$ cat src/rtl/alarm_ctrl_pkg.sv
// Shared definitions for the alarm sequencing controller: state encoding,
// time field widths and the alarm time-match helper.
package alarm_ctrl_pkg;

    localparam int HH_W = 5;
    localparam int MM_W = 6;
    localparam int SS_W = 6;

    typedef enum logic [1:0] {
        ST_IDLE    = 2'd0,
        ST_RINGING = 2'd1,
        ST_SNOOZE  = 2'd2
    } state_t;

    // Exact binary compare; out-of-range times simply never match.
    function automatic logic time_match(
        input logic [HH_W-1:0] cur_hh,
        input logic [MM_W-1:0] cur_mm,
        input logic [SS_W-1:0] cur_ss,
        input logic [HH_W-1:0] alarm_hh,
        input logic [MM_W-1:0] alarm_mm
    );
        return (cur_hh == alarm_hh) && (cur_mm == alarm_mm) && (cur_ss == '0);
    endfunction

endpackage

$ cat src/rtl/btn_edge.sv
// Rising-edge detector for a debounced, synchronized button level.
// One pulse per press, no matter how long the button is held.
module btn_edge (
    input  logic clk,
    input  logic rst,
    input  logic i_btn,
    output logic o_rise
);

    logic r_prev;

    always_ff @(posedge clk or negedge rst) begin
        if (!rst) begin
            r_prev <= 1'b0;
        end else begin
            r_prev <= i_btn;
        end
    end

    assign o_rise = i_btn & ~r_prev;

endmodule

$ cat src/rtl/alarm_ctrl.sv
// Alarm sequencing controller: triggers on the programmed minute, then runs
// the ring / snooze / stop sequence, all timed in 1 Hz ticks.
module alarm_ctrl
    import alarm_ctrl_pkg::*;
#(
    parameter int SNOOZE_MIN     = 5,
    parameter int RING_TIMEOUT_S = 60,
    parameter int MAX_SNOOZE     = 3
) (
    input  logic            clk,
    input  logic            rst,
    input  logic            tick_1hz,
    input  logic [HH_W-1:0] cur_hh,
    input  logic [MM_W-1:0] cur_mm,
    input  logic [SS_W-1:0] cur_ss,
    input  logic [HH_W-1:0] alarm_hh,
    input  logic [MM_W-1:0] alarm_mm,
    input  logic            alarm_en,
    input  logic            snooze_btn,
    input  logic            stop_btn,
    output logic            alert,
    output logic            snoozing,
    output logic [1:0]      snooze_used,
    output logic            missed
);

    localparam logic [7:0] RING_LAST = 8'(RING_TIMEOUT_S - 1);
    localparam logic [9:0] SNZ_LOAD  = 10'(SNOOZE_MIN * 60 - 1);
    localparam logic [1:0] MAX_SNZ   = 2'(MAX_SNOOZE);

    state_t     r_state;
    logic [7:0] r_ring_cnt;
    logic [9:0] r_snz_cnt;
    logic [1:0] r_snooze_used;
    logic       r_missed;
    logic       r_alert;
    logic       r_snoozing;

    state_t     w_state_next;
    logic [7:0] w_ring_next;
    logic [9:0] w_snz_next;
    logic [1:0] w_used_next;
    logic       w_missed_next;
    logic       w_snz_rise;
    logic       w_stop_rise;
    logic       w_match;

    btn_edge u_snooze_edge (
        .clk    (clk),
        .rst    (rst),
        .i_btn  (snooze_btn),
        .o_rise (w_snz_rise)
    );

    btn_edge u_stop_edge (
        .clk    (clk),
        .rst    (rst),
        .i_btn  (stop_btn),
        .o_rise (w_stop_rise)
    );

    assign w_match = tick_1hz && time_match(cur_hh, cur_mm, cur_ss, alarm_hh, alarm_mm);

    // Disarm beats stop, stop beats snooze, snooze beats any tick-driven move.
    always_comb begin
        w_state_next  = r_state;
        w_ring_next   = r_ring_cnt;
        w_snz_next    = r_snz_cnt;
        w_used_next   = r_snooze_used;
        w_missed_next = r_missed;

        if (!alarm_en) begin
            w_state_next  = ST_IDLE;
            w_missed_next = 1'b0;
        end else if (w_stop_rise) begin
            w_state_next  = ST_IDLE;
            w_missed_next = 1'b0;
        end else begin
            case (r_state)
                ST_IDLE: begin
                    if (w_match) begin
                        w_state_next  = ST_RINGING;
                        w_ring_next   = 8'd0;
                        w_used_next   = 2'd0;
                        w_missed_next = 1'b0;
                    end
                end
                ST_RINGING: begin
                    if (w_snz_rise && (r_snooze_used < MAX_SNZ)) begin
                        w_state_next = ST_SNOOZE;
                        w_snz_next   = SNZ_LOAD;
                        w_used_next  = r_snooze_used + 2'd1;
                    end else if (tick_1hz) begin
                        if (r_ring_cnt == RING_LAST) begin
                            w_state_next  = ST_IDLE;
                            w_missed_next = 1'b1;
                        end else begin
                            w_ring_next = r_ring_cnt + 8'd1;
                        end
                    end
                end
                ST_SNOOZE: begin
                    if (tick_1hz) begin
                        if (r_snz_cnt == 10'd0) begin
                            w_state_next = ST_RINGING;
                            w_ring_next  = 8'd0;
                        end else begin
                            w_snz_next = r_snz_cnt - 10'd1;
                        end
                    end
                end
                default: begin
                    w_state_next = ST_IDLE;
                end
            endcase
        end
    end

    // Flag outputs are decoded from the next state so they stay registered
    // yet line up exactly with the state register.
    always_ff @(posedge clk or negedge rst) begin
        if (!rst) begin
            r_state       <= ST_IDLE;
            r_ring_cnt    <= 8'd0;
            r_snz_cnt     <= 10'd0;
            r_snooze_used <= 2'd0;
            r_missed      <= 1'b0;
            r_alert       <= 1'b0;
            r_snoozing    <= 1'b0;
        end else begin
            r_state       <= w_state_next;
            r_ring_cnt    <= w_ring_next;
            r_snz_cnt     <= w_snz_next;
            r_snooze_used <= w_used_next;
            r_missed      <= w_missed_next;
            r_alert       <= (w_state_next == ST_RINGING);
            r_snoozing    <= (w_state_next == ST_SNOOZE);
        end
    end

    assign alert       = r_alert;
    assign snoozing    = r_snoozing;
    assign snooze_used = r_snooze_used;
    assign missed      = r_missed;

endmodule

$ cat config.mk
export PLATFORM = sky130hd
export DESIGN_NAME = alarm_ctrl
export DESIGN_NICKNAME = d
export VERILOG_FILES = /design/src/rtl/alarm_ctrl_pkg.sv /design/src/rtl/btn_edge.sv /design/src/rtl/alarm_ctrl.sv
export SDC_FILE = /design/constraint.sdc
export NUM_CORES = 1
export LEC_CHECK = 0
export BUFFER_PORTS_ARGS = -buffer_cell sky130_fd_sc_hd__buf_4
export CAP_MARGIN = 20
export CORE_MARGIN = 5
export CORE_UTILIZATION = 48
export CTS_CLUSTER_SIZE = 40
export DETAILED_ROUTE_END_ITERATION = 7
export PLACE_DENSITY = 0.79
export SLEW_MARGIN = 15
export SYNTH_ARGS = -nofsm -noshare
export SYNTH_HDL_FRONTEND = slang
export SYNTH_HIERARCHICAL = 1
export SYNTH_SLANG_ARGS = --single-unit
$ cat constraint.sdc
create_clock -name clk -period 2.15 [get_ports clk]
set_clock_uncertainty 0.15 [all_clocks]
set_input_delay 0.1075 -clock clk [delete_from_list [all_inputs] [get_ports clk]]
set_output_delay 0.1075 -clock clk [all_outputs]
set_load 0.02 [all_outputs]
==> results.cfg, run 1 <==
[global_route]
grt-ovfl-total = 0
antenna_found_initial = 0
grt_max_degree = 28
met3_usage = 0.0405
grt_pass1_vias = 1484
met2_usage = 0.296
grt_use_met1 = 0.223
grt-busiest-layer = met2
grt_pass1_wl_um = 6360
track_usage = 0.178

[detailed_routing]
finalWirelength_um = 4140
vias = 1552
drt-vias-per-instance = 5.60
dr.first_iter.drc_count = 70
routedWlPerCell_um = 14.9
ant_nets = 0
drc_errors = 0
drtPass1Iterations = 4

[critical_path]
path_cells = inv_2 > ha_4 > or4b_4 > nor3_4 > o31a_4 > or4b_1 > a21oi_1
max_stage_delay_ns = 0.52
crit_arrival_ns = 2.26
required_ns = 2.25
crit_slowest_cell = or4b_1
start_kind = flip-flop
crit_buf_inv = 1
critPathTopFamily = simple AND/OR/NAND/NOR gates
crit_path_end_kind = flip-flop
crit_path_max_fanout = 8
path_class = reg2reg

[layout]
synthToLayoutAreaGrowth_pct = 36.0
nNetsFinal = 269
fillCellCount = 279
diodes = 0
fin_area_um2 = 2240
drive_gt1_frac = 0.355
multi_input_area_um2 = 990
seq_area_um2 = 678

[clock_network]
cts_buffers = 3
cts_root_buf = clkbuf_4
cts_num_sinks = 27
clk_latency_ns = 0.32
h-tree-depth = 1
cts_max_path_buffers = 2
clkTransAtPathRegs_ns = 0.14
cts_tree = built

[yosys]
synth_nets = 208
synth_edf_count = 0
synthArstFlopShare = 1.00
ys_ff_latch = 27
netlist_instances = 171
synth_seq_area_share = 0.410
syn_area_per_cell_um2 = 9.64
yosysWarningCount = 6
synth_cell_type_count = 43
ys.flop_type = dfrtp_1
syn_area_um2 = 1650

[floorplan]
die_y_um = 68.6
start_util = 0.494
rows = 21
ioPinCount = 39
core_um2 = 3340
die-area_um2 = 4700
die_x_um = 68.6

[job]
cap_violations = 0

[timing]
fmax_mhz = 462
holdWs_ns = 0.0625
finalSetupTns_ns = -0.0145
worst_slew_pin_slew_ns = 0.631
slew-limit-headroom = 0.575
setup_slack_ns = -0.0145
slew_viol_final = 0
finalCritPeriodShare = 1.01
finalHoldViolCount = 0
setup_violations = 1
fin_crit_ns = 2.16
grt_setup_unrepaired = true

[placement]
place_congestion = 0.812
io_buffers = 38
placed_area_um2 = 2070
hpwl_um = 2990

[status]
violations = setup timing
outcome = finished with violations

[power]
p_per_area_nw_per_um2 = 392
ir_drop_uv = 304
p_leak_nw = 0.964

[hold_path]
holdCritPathClass = in2reg
[what timing repair did]
item | in CTS | in global routing
hold endpoints to repair | 31 | 1
endpoints found under the setup margin | 10 | 16
resized for setup | 1 | 17
pin swaps | 2 | 8
hold buffers | 4 | 1
gates cloned | 0 | 0
buffers inserted | 0 | 2
[layer usage]
| metal | vias up | routed length [µm] |
|---|---|---|
| met3 | 8 | 329 |
| met2 | 68 | 2000 |
| met1 | 717 | 1730 |
| met4 | 0 | 81 |
| met5 | - | 0 |
| li1 | 759 | - |
[sequential cells by signal, summed over array words and instances, names as in the netlist]
signal,count
r_ring_cnt,8
r_snz_cnt,10
u_stop_edge/r_prev,1
alert,1
missed,1
snoozing,1
u_snooze_edge/r_prev,1
snooze_used,2
r_state,2
[through the flow]
| step | setup slack, ns | instances | utilization | power, W |
|---|---|---|---|---|
| 2_1_floorplan | 0.0105 | 171 | - | 0.000583 |
| 3_5_place_dp | -0.0351 | 266 | 0.622 | 0.000661 |
| 3_3_place_gp | 0.0371 | 266 | 0.622 | 0.000658 |
| 6_report | -0.0145 | 277 | 0.672 | 0.000879 |
| 5_1_grt | -0.0662 | 277 | 0.672 | 0.000928 |
| 4_1_cts | 0.00429 | 274 | 0.643 | 0.000879 |
[cell usage after synthesis, types with 2 or more instances]
library cell / instances / area share
nand3_1: 5 / 0.015
a21oi_1: 19 / 0.058
o41ai_1: 2 / 0.011
buf_2: 2 / 0.0061
o21ai_1: 3 / 0.0091
nor4_1: 3 / 0.011
a31oi_1: 6 / 0.023
o31ai_1: 4 / 0.018
nor4_2: 2 / 0.015
dfrtp_1: 27 / 0.41
or4_1: 5 / 0.023
nand2b_1: 6 / 0.023
nor2b_1: 3 / 0.011
inv_1: 4 / 0.0091
or4b_1: 2 / 0.012
buf_6: 2 / 0.014
or3_1: 4 / 0.015
nor2b_4: 2 / 0.017
o21ai_0: 4 / 0.012
xnor2_1: 11 / 0.058
ha_1: 3 / 0.023
nor2_1: 9 / 0.020
a41oi_1: 2 / 0.011
or2_1: 2 / 0.0076
nand4_1: 4 / 0.015
o21a_1: 3 / 0.014
and3_1: 2 / 0.0076
nand2_1: 15 / 0.034
[cells in the final DEF, fill, tap and decap left out, drive strengths merged, types with 3 or more instances in the layout]
master	count
buf	56
dfrtp	27
a21oi	19
nand2	15
xnor2	11
nor2	9
o21ai	7
a31oi	6
nand2b	6
or4	6
nand3	5
dlygate4sd3	5
nor2b	5
nor4	5
nand4	4
or3	4
o31ai	4
clkbuf	4
inv	4
o21a	3
or2	3
ha	3
[where the power goes]
| part | total (W) | leakage (nW) | internal (W) | switching, W |
|---|---|---|---|---|
| registers | 0.000524 | 0.346 | 0.000516 | 0.00000803 |
| clock network | 0.000213 | 0.0150 | 0.0000726 | 0.000140 |
| logic | 0.000142 | 0.603 | 0.0000814 | 0.0000602 |
[final timing paths]
kind / endpoint / cells after the start / start / slack [ns]
max in group asynchronous: snooze_used[0]$_DFFE_PN0P_ / 2 / rst / 1.47
worst max-delay path: r_snz_cnt[7]$_DFFE_PN0P_ / 7 / r_snz_cnt[1]$_DFFE_PN0P_ / -0.01
min in group asynchronous: r_snz_cnt[6]$_DFFE_PN0P_ / 2 / rst / 0.10
worst min-delay path: r_state[0]$_DFF_PN0_ / 4 / cur_ss[4] / 0.06
worst min register to register: r_ring_cnt[0]$_DFFE_PN0P_ / 1 / r_ring_cnt[0]$_DFFE_PN0P_ / 0.39
worst max register to register: r_snz_cnt[7]$_DFFE_PN0P_ / 7 / r_snz_cnt[1]$_DFFE_PN0P_ / -0.01
[tightest hold or removal path: stages]
cell	delay (ns)
buf_4	0.08
or4_1	0.08
or4_1	0.15
a21oi_1	0.08
[cell families (layout without fill, tap and decap cells)]
kind of cell | Yosys count | after routing | synth area share
xor+xnor | 11 | 11 | 0.0585
simple gates | 71 | 71 | 0.278
buf+inv | 9 | 69 | 0.0334
mux | 1 | 1 | 0.00607
flops | 27 | 27 | 0.410
compound gates | 49 | 49 | 0.191
fa+ha+maj | 3 | 3 | 0.0228
[final cells by class]
cell class                 count  share of cell area
clock buffer                   4              0.0117
inverter                       4             0.00670
multi-input combinational    135               0.442
sequential                    27               0.303
tap                           46              0.0257
timing repair buffer          61               0.212
Note: power is estimated with default switching activity, not from simulation.
==> run 2: changes to the inputs <==
--- a/config.mk
+++ b/config.mk
@@ -8,10 +8,10 @@
 export BUFFER_PORTS_ARGS = -buffer_cell sky130_fd_sc_hd__buf_4
 export CAP_MARGIN = 20
 export CORE_MARGIN = 5
-export CORE_UTILIZATION = 48
+export CORE_UTILIZATION = 29
 export CTS_CLUSTER_SIZE = 40
 export DETAILED_ROUTE_END_ITERATION = 7
-export PLACE_DENSITY = 0.79
+export PLACE_DENSITY = 0.54
 export SLEW_MARGIN = 15
 export SYNTH_ARGS = -nofsm -noshare
 export SYNTH_HDL_FRONTEND = slang
==> run 2 against run 1 <==
Net effect:
- the flow still finishes with violations (setup timing)
- sequential share of layout area down 1.6 points
- die area is 55% higher
- critical path depth grew 1
- clock-buffer cell count shrank 1
- final cell count up 11%
- critical endpoint is now r_snz_cnt[9]$_DFFE_PN0P_
- largest power group unchanged
- highest routed layer unchanged
==> results.cfg, run 2 (synthesis results as in run 1) <==
[timing]
grt_setup_unrepaired = true
worst_slew_pin_slew_ns = 0.579
slew_viol_final = 0
setup_slack_ns = -0.0342
slew-limit-headroom = 0.611
finalHoldViolCount = 0
fmax_mhz = 458
finalCritPeriodShare = 1.02
holdWs_ns = 0.0356
fin_crit_ns = 2.18
setup_violations = 3

[critical_path]
start_kind = flip-flop
r2r_start = r_snz_cnt[0]$_DFFE_PN0P_
r2r_setup_slack_ns = -0.03
crit_path_max_fanout = 5
r2r_end = r_snz_cnt[9]$_DFFE_PN0P_
path_class = reg2reg
crit_arrival_ns = 2.24
reg2reg_depth = 8
required_ns = 2.21
crit_path_end_kind = flip-flop

[detailed_routing]
ant_nets = 0
met2_length_um = 2050
finalWirelength_um = 4350
drt-vias-per-instance = 5.13
drc_errors = 0
routedWlPerCell_um = 14.1
vias = 1579
wl_met1_um = 1980
drtPass1Iterations = 4
dr.first_iter.drc_count = 80
met3WireLength_um = 232
highest_layer = met4

[layout]
regMostFlops = r_snz_cnt
fin_cells = 308
fillCellCount = 531
diodes = 0
largest_reg_flops = 10
mostFrequentLayoutCells = buf_4, dfrtp_1, a21oi_1
multi_input_area_um2 = 1020
seq_area_um2 = 678
final_common_cell = buf_4
drive_gt1_frac = 0.403
synthToLayoutAreaGrowth_pct = 43.4
largestRegisters = r_snz_cnt: 10 flops, r_ring_cnt: 8 flops
fin_area_um2 = 2360
nNetsFinal = 274

[floorplan]
rows = 27
die_y_um = 85.4
start_util = 0.299
die-area_um2 = 7290
core_um2 = 5510
ioPinCount = 39
die_x_um = 85.4

[placement]
dp_cells = 294
dp_slack_ns = -0.0454
place_congestion = 0.776
io_buffers = 38
hpwl_um = 3230
placed_area_um2 = 2130

[hold_path]
hp-start = tick_1hz
holdCritPathClass = in2reg
hold_end = r_state[1]$_DFF_PN0_
whs_path_depth = 4

[global_route]
grt_max_degree = 28
track_usage = 0.121
antenna_found_initial = 0
grt_pass1_vias = 1605
grt_pass1_wl_um = 7400
grt-ovfl-total = 0

[clock_network]
cts_num_sinks = 27
cts_root_buf = clkbuf_8
clk_latency_ns = 0.27
cts_buffers = 3
clkTransAtPathRegs_ns = 0.09
cts_tree = built
cts_max_path_buffers = 2
h-tree-depth = 1

[power]
power_w = 0.000958
p_per_area_nw_per_um2 = 405
ir_drop_uv = 232
p_leak_nw = 1.01

[job]
cap_violations = 0

[status]
outcome = finished with violations
violations = setup timing
-- run 2: changes by cell type in the layout (fill, tap and decap cells not counted), sizes merged --
cell         change
buf              +6
o31a             +1
clkinv           +1
dlygate4sd3      -2
clkbuf           -1
-- run 2: how the worst max path moves through the flow --
stage	start	to	slack [ns]	depth (start not counted)
after floorplan	r_snz_cnt[0]$_DFFE_PN0P_	r_ring_cnt[7]$_DFFE_PN0P_	0.01	9
after detailed placement	r_snz_cnt[0]$_DFFE_PN0P_	r_ring_cnt[7]$_DFFE_PN0P_	-0.05	7
after global placement	r_snz_cnt[0]$_DFFE_PN0P_	r_snz_cnt[7]$_DFFE_PN0P_	0.003	7
after CTS	r_snz_cnt[0]$_DFFE_PN0P_	r_snz_cnt[7]$_DFFE_PN0P_	0.01	7
final	r_snz_cnt[0]$_DFFE_PN0P_	r_snz_cnt[9]$_DFFE_PN0P_	-0.03	8
after global routing	r_snz_cnt[1]$_DFFE_PN0P_	r_snz_cnt[8]$_DFFE_PN0P_	-0.12	8
-- run 2: what timing repair did --
| action | in CTS | in global routing |
|---|---|---|
| pin swaps | 2 | 9 |
| hold buffers | 3 | 0 |
| setup buffers | 3 | 3 |
| gates resized for setup | 3 | 21 |
| setup endpoints to repair | 14 | 17 |
| hold endpoints to repair | 29 | 0 |
| gates cloned | 0 | 1 |
-- run 2: power breakdown --
| group | switching (W) | internal, W |
|---|---|---|
| sequential | 0.00000718 | 0.000516 |
| clock | 0.000163 | 0.000130 |
| combinational | 0.0000601 | 0.0000816 |
| total | 0.000230 | 0.000727 |
-- run 2: critical path, stage by stage (launching register included) --
cell,delay (ns)
dfrtp_1,0.39
inv_2,0.07
ha_4,0.15
or4b_4,0.22
nor3_4,0.06
buf_4,0.14
o31a_4,0.36
or4_4,0.47
a21oi_1,0.12
-- run 2: layout make-up --
cell class                      count  share of cell area
Clock buffer                        3              0.0175
Clock inverter                      1             0.00212
Inverter                            4             0.00636
Multi-Input combinational cell    136               0.431
Sequential cell                    27               0.287
Tap cell                           72              0.0381
Timing Repair Buffer               65               0.218
-- run 2: metal layers --
metal  GRT usage  vias up
met3      0.0252       10
met5           0        -
met2       0.199       47
met1       0.158      748
li1            -      774
met4      0.0345        0
-- run 2: metrics by stage --
stage | setup TNS [ns] | util
final | -0.0673 | 0.429
after global routing | -1.12 | 0.429
after CTS | 0 | 0.408
after detailed placement | -0.201 | 0.388
after global placement | 0 | 0.388
after floorplan | 0 | -
==> run 3: changes to the inputs <==
--- a/config.mk
+++ b/config.mk
@@ -5,6 +5,7 @@
 export SDC_FILE = /design/constraint.sdc
 export NUM_CORES = 1
 export LEC_CHECK = 0
+export ABC_AREA = 1
 export BUFFER_PORTS_ARGS = -buffer_cell sky130_fd_sc_hd__buf_4
 export CAP_MARGIN = 20
 export CORE_MARGIN = 5
==> run 3 against run 2 <==
Net effect:
- the run now ends clean
- setup slack better by 0.23 ns
- area after synthesis grew 11%
- routed wire length decreased by 8.2%
- power increased by 3.8%
- largest power group unchanged
- clock power is essentially flat
- cell area is 3.3% lower
- die area increased by 9.7%
- core utilization shrank 6.3 points
- global-route usage decreased by 1.2 points
- first-iteration DRC count shrank 50%
==> results.cfg, run 3 <==
[layout]
largest_reg_flops = 10
regMostFlops = r_snz_cnt
synthToLayoutAreaGrowth_pct = 24.8
diodes = 0
nNetsFinal = 341
fillCellCount = 687
final_common_cell = nand2_1
mostFrequentLayoutCells = nand2_1, buf_4, inv_1
drive_gt1_frac = 0.257
largestRegisters = r_snz_cnt: 10 flops, r_ring_cnt: 8 flops
seq_area_um2 = 676
fin_area_um2 = 2280
multi_input_area_um2 = 982

[clock_network]
postCtsSetupBuffers = 0
cts_num_sinks = 27
cts_max_path_buffers = 2
cts_buffers = 3
h-tree-depth = 1
cts_root_buf = clkbuf_8
cts_tree = built
clk_latency_ns = 0.27
clkTransAtPathRegs_ns = 0.09

[floorplan]
start_util = 0.293
core_um2 = 6240
die-area_um2 = 8000
die_x_um = 89.4
die_y_um = 89.4
ioPinCount = 39
rows = 29

[critical_path]
start_kind = flip-flop
crit_arrival_ns = 1.97
path_class = reg2reg
reg2reg_depth = 11
crit_path_end_kind = flip-flop
required_ns = 2.16
crit_path_max_fanout = 10

[power]
ir_drop_uv = 260
p_leak_nw = 1.20
p_per_area_nw_per_um2 = 435

[yosys]
synth_common_cells = nand2_1, inv_1, nor2_1, dfrtp_1, nand3_1
synth_cell_type_count = 28
synthTopCellsByArea = dfrtp_1, nand2_1, inv_1, nor2_1, o21ai_2
synthArstFlopShare = 1.00
syn_area_um2 = 1830
yosysMostFrequentCell = nand2_1
synth_seq_area_share = 0.369
ys.flop_type = dfrtp_1
netlist_instances = 258
syn_area_per_cell_um2 = 7.09
yosys.area.top_type = dfrtp_1
netlist.area_leader.share = 0.369
ys_ff_latch = 27
yosysWarningCount = 6
synth_nets = 295
synth_edf_count = 0

[global_route]
grt_pass1_wl_um = 7000
grt_max_degree = 28
grt_pass1_vias = 1642
track_usage = 0.108
antenna_found_initial = 0
grt-ovfl-total = 0

[detailed_routing]
drc_errors = 0
routedWlPerCell_um = 10.5
ant_nets = 0
drt-vias-per-instance = 4.42
finalWirelength_um = 3990
vias = 1681
dr.first_iter.drc_count = 40
drtPass1Iterations = 4

[timing]
fmax_mhz = 511
grt_setup_unrepaired = false
setup_violations = 0
finalSetupTns_ns = 0
fin_crit_ns = 1.96
slew_viol_final = 0
worst_slew_pin_slew_ns = 0.366
slew-limit-headroom = 0.756
finalHoldViolCount = 0
finalCritPeriodShare = 0.911

[hold_path]
whs_path_depth = 3
holdCritPathClass = in2reg

[placement]
place_congestion = 0.789
placed_area_um2 = 2200
io_buffers = 38
hpwl_um = 3170

[job]
cap_violations = 0

[status]
outcome = finished, final reports clean
run 3: worst max-delay path, stage by stage (launching register included):
cell and delay [ns]:
dfrtp_1 0.41, inv_1 0.10, ha_1 0.22, nand2_2 0.08, nor2_4 0.10, nand2_2 0.09
o21ai_4 0.18, nand2_1 0.11, nand2_4 0.13, inv_2 0.10, o21ai_0 0.08, o21ai_0 0.10
run 3: final cells by class:
type	count	share of cell area
multi-input cells	188	0.430
clock buffers	4	0.0197
repair buffers	43	0.145
inverters	41	0.0674
flip-flops and latches	27	0.296
well taps	77	0.0422
run 3: repair_timing:
item / CTS / global route
hold buffers: 3 / 0
endpoints found under the hold margin: 29 / 0
endpoints found under the setup margin: 0 / 3
gates resized for setup: 0 / 1
run 3: kinds of logic (layout without fill, tap and decap cells):
family                     Yosys count  after routing  share of synthesized area
xor gates and xnor gates             8              8                     0.0383
and+or+nand+nor                    146            146                      0.361
adders and majority gates            3              3                     0.0205
buffers and inverters               43             88                     0.0964
AOI/OAI and AO/OA                   31             31                      0.114
DFF                                 27             27                      0.369
run 3: path summary, 6_finish.rpt:
| kind | from | end | slack (ns) |
|---|---|---|---|
| worst max-delay path | r_snz_cnt[0]$_DFFE_PN0P_ | r_snz_cnt[5]$_DFFE_PN0P_ | 0.19 |
| worst min-delay path | tick_1hz | r_state[0]$_DFF_PN0_ | 0.06 |
| worst max register to register | r_snz_cnt[0]$_DFFE_PN0P_ | r_snz_cnt[5]$_DFFE_PN0P_ | 0.19 |
| max in group asynchronous | rst | r_ring_cnt[7]$_DFFE_PN0P_ | 1.45 |
| worst min register to register | r_snz_cnt[0]$_DFFE_PN0P_ | r_snz_cnt[0]$_DFFE_PN0P_ | 0.36 |
| min in group asynchronous | rst | r_snz_cnt[4]$_DFFE_PN0P_ | 0.12 |
run 3: per-stage QoR:
step	util	hold WS, ns	setup WS, ns	instances	power, W
final	0.366	0.0646	0.192	380	0.000994
after global routing	0.366	0.0685	0.0399	380	0.00105
after CTS	0.365	0.0561	0.130	380	0.00101
after detailed placement	0.353	-0.0958	0.141	373	0.000708
after global placement	0.353	-0.0954	0.217	373	0.000706
after floorplan	-	-0.338	0.327	258	0.000627
run 3: power breakdown:
part,total [W],internal [W],switching (W)
registers,0.000535,0.000523,0.0000127
logic,0.000164,0.0000815,0.0000830
clock network,0.000295,0.000133,0.000162
total,0.000994,0.000737,0.000257
run 3: routing by layer:
layer  vias up  share of wire  GRT usage
li1        894              -          -
met3         6          0.065     0.0184
met1       747           0.46      0.134
met4         0          0.013     0.0365
met2        34           0.46      0.189
met5         -              0          0
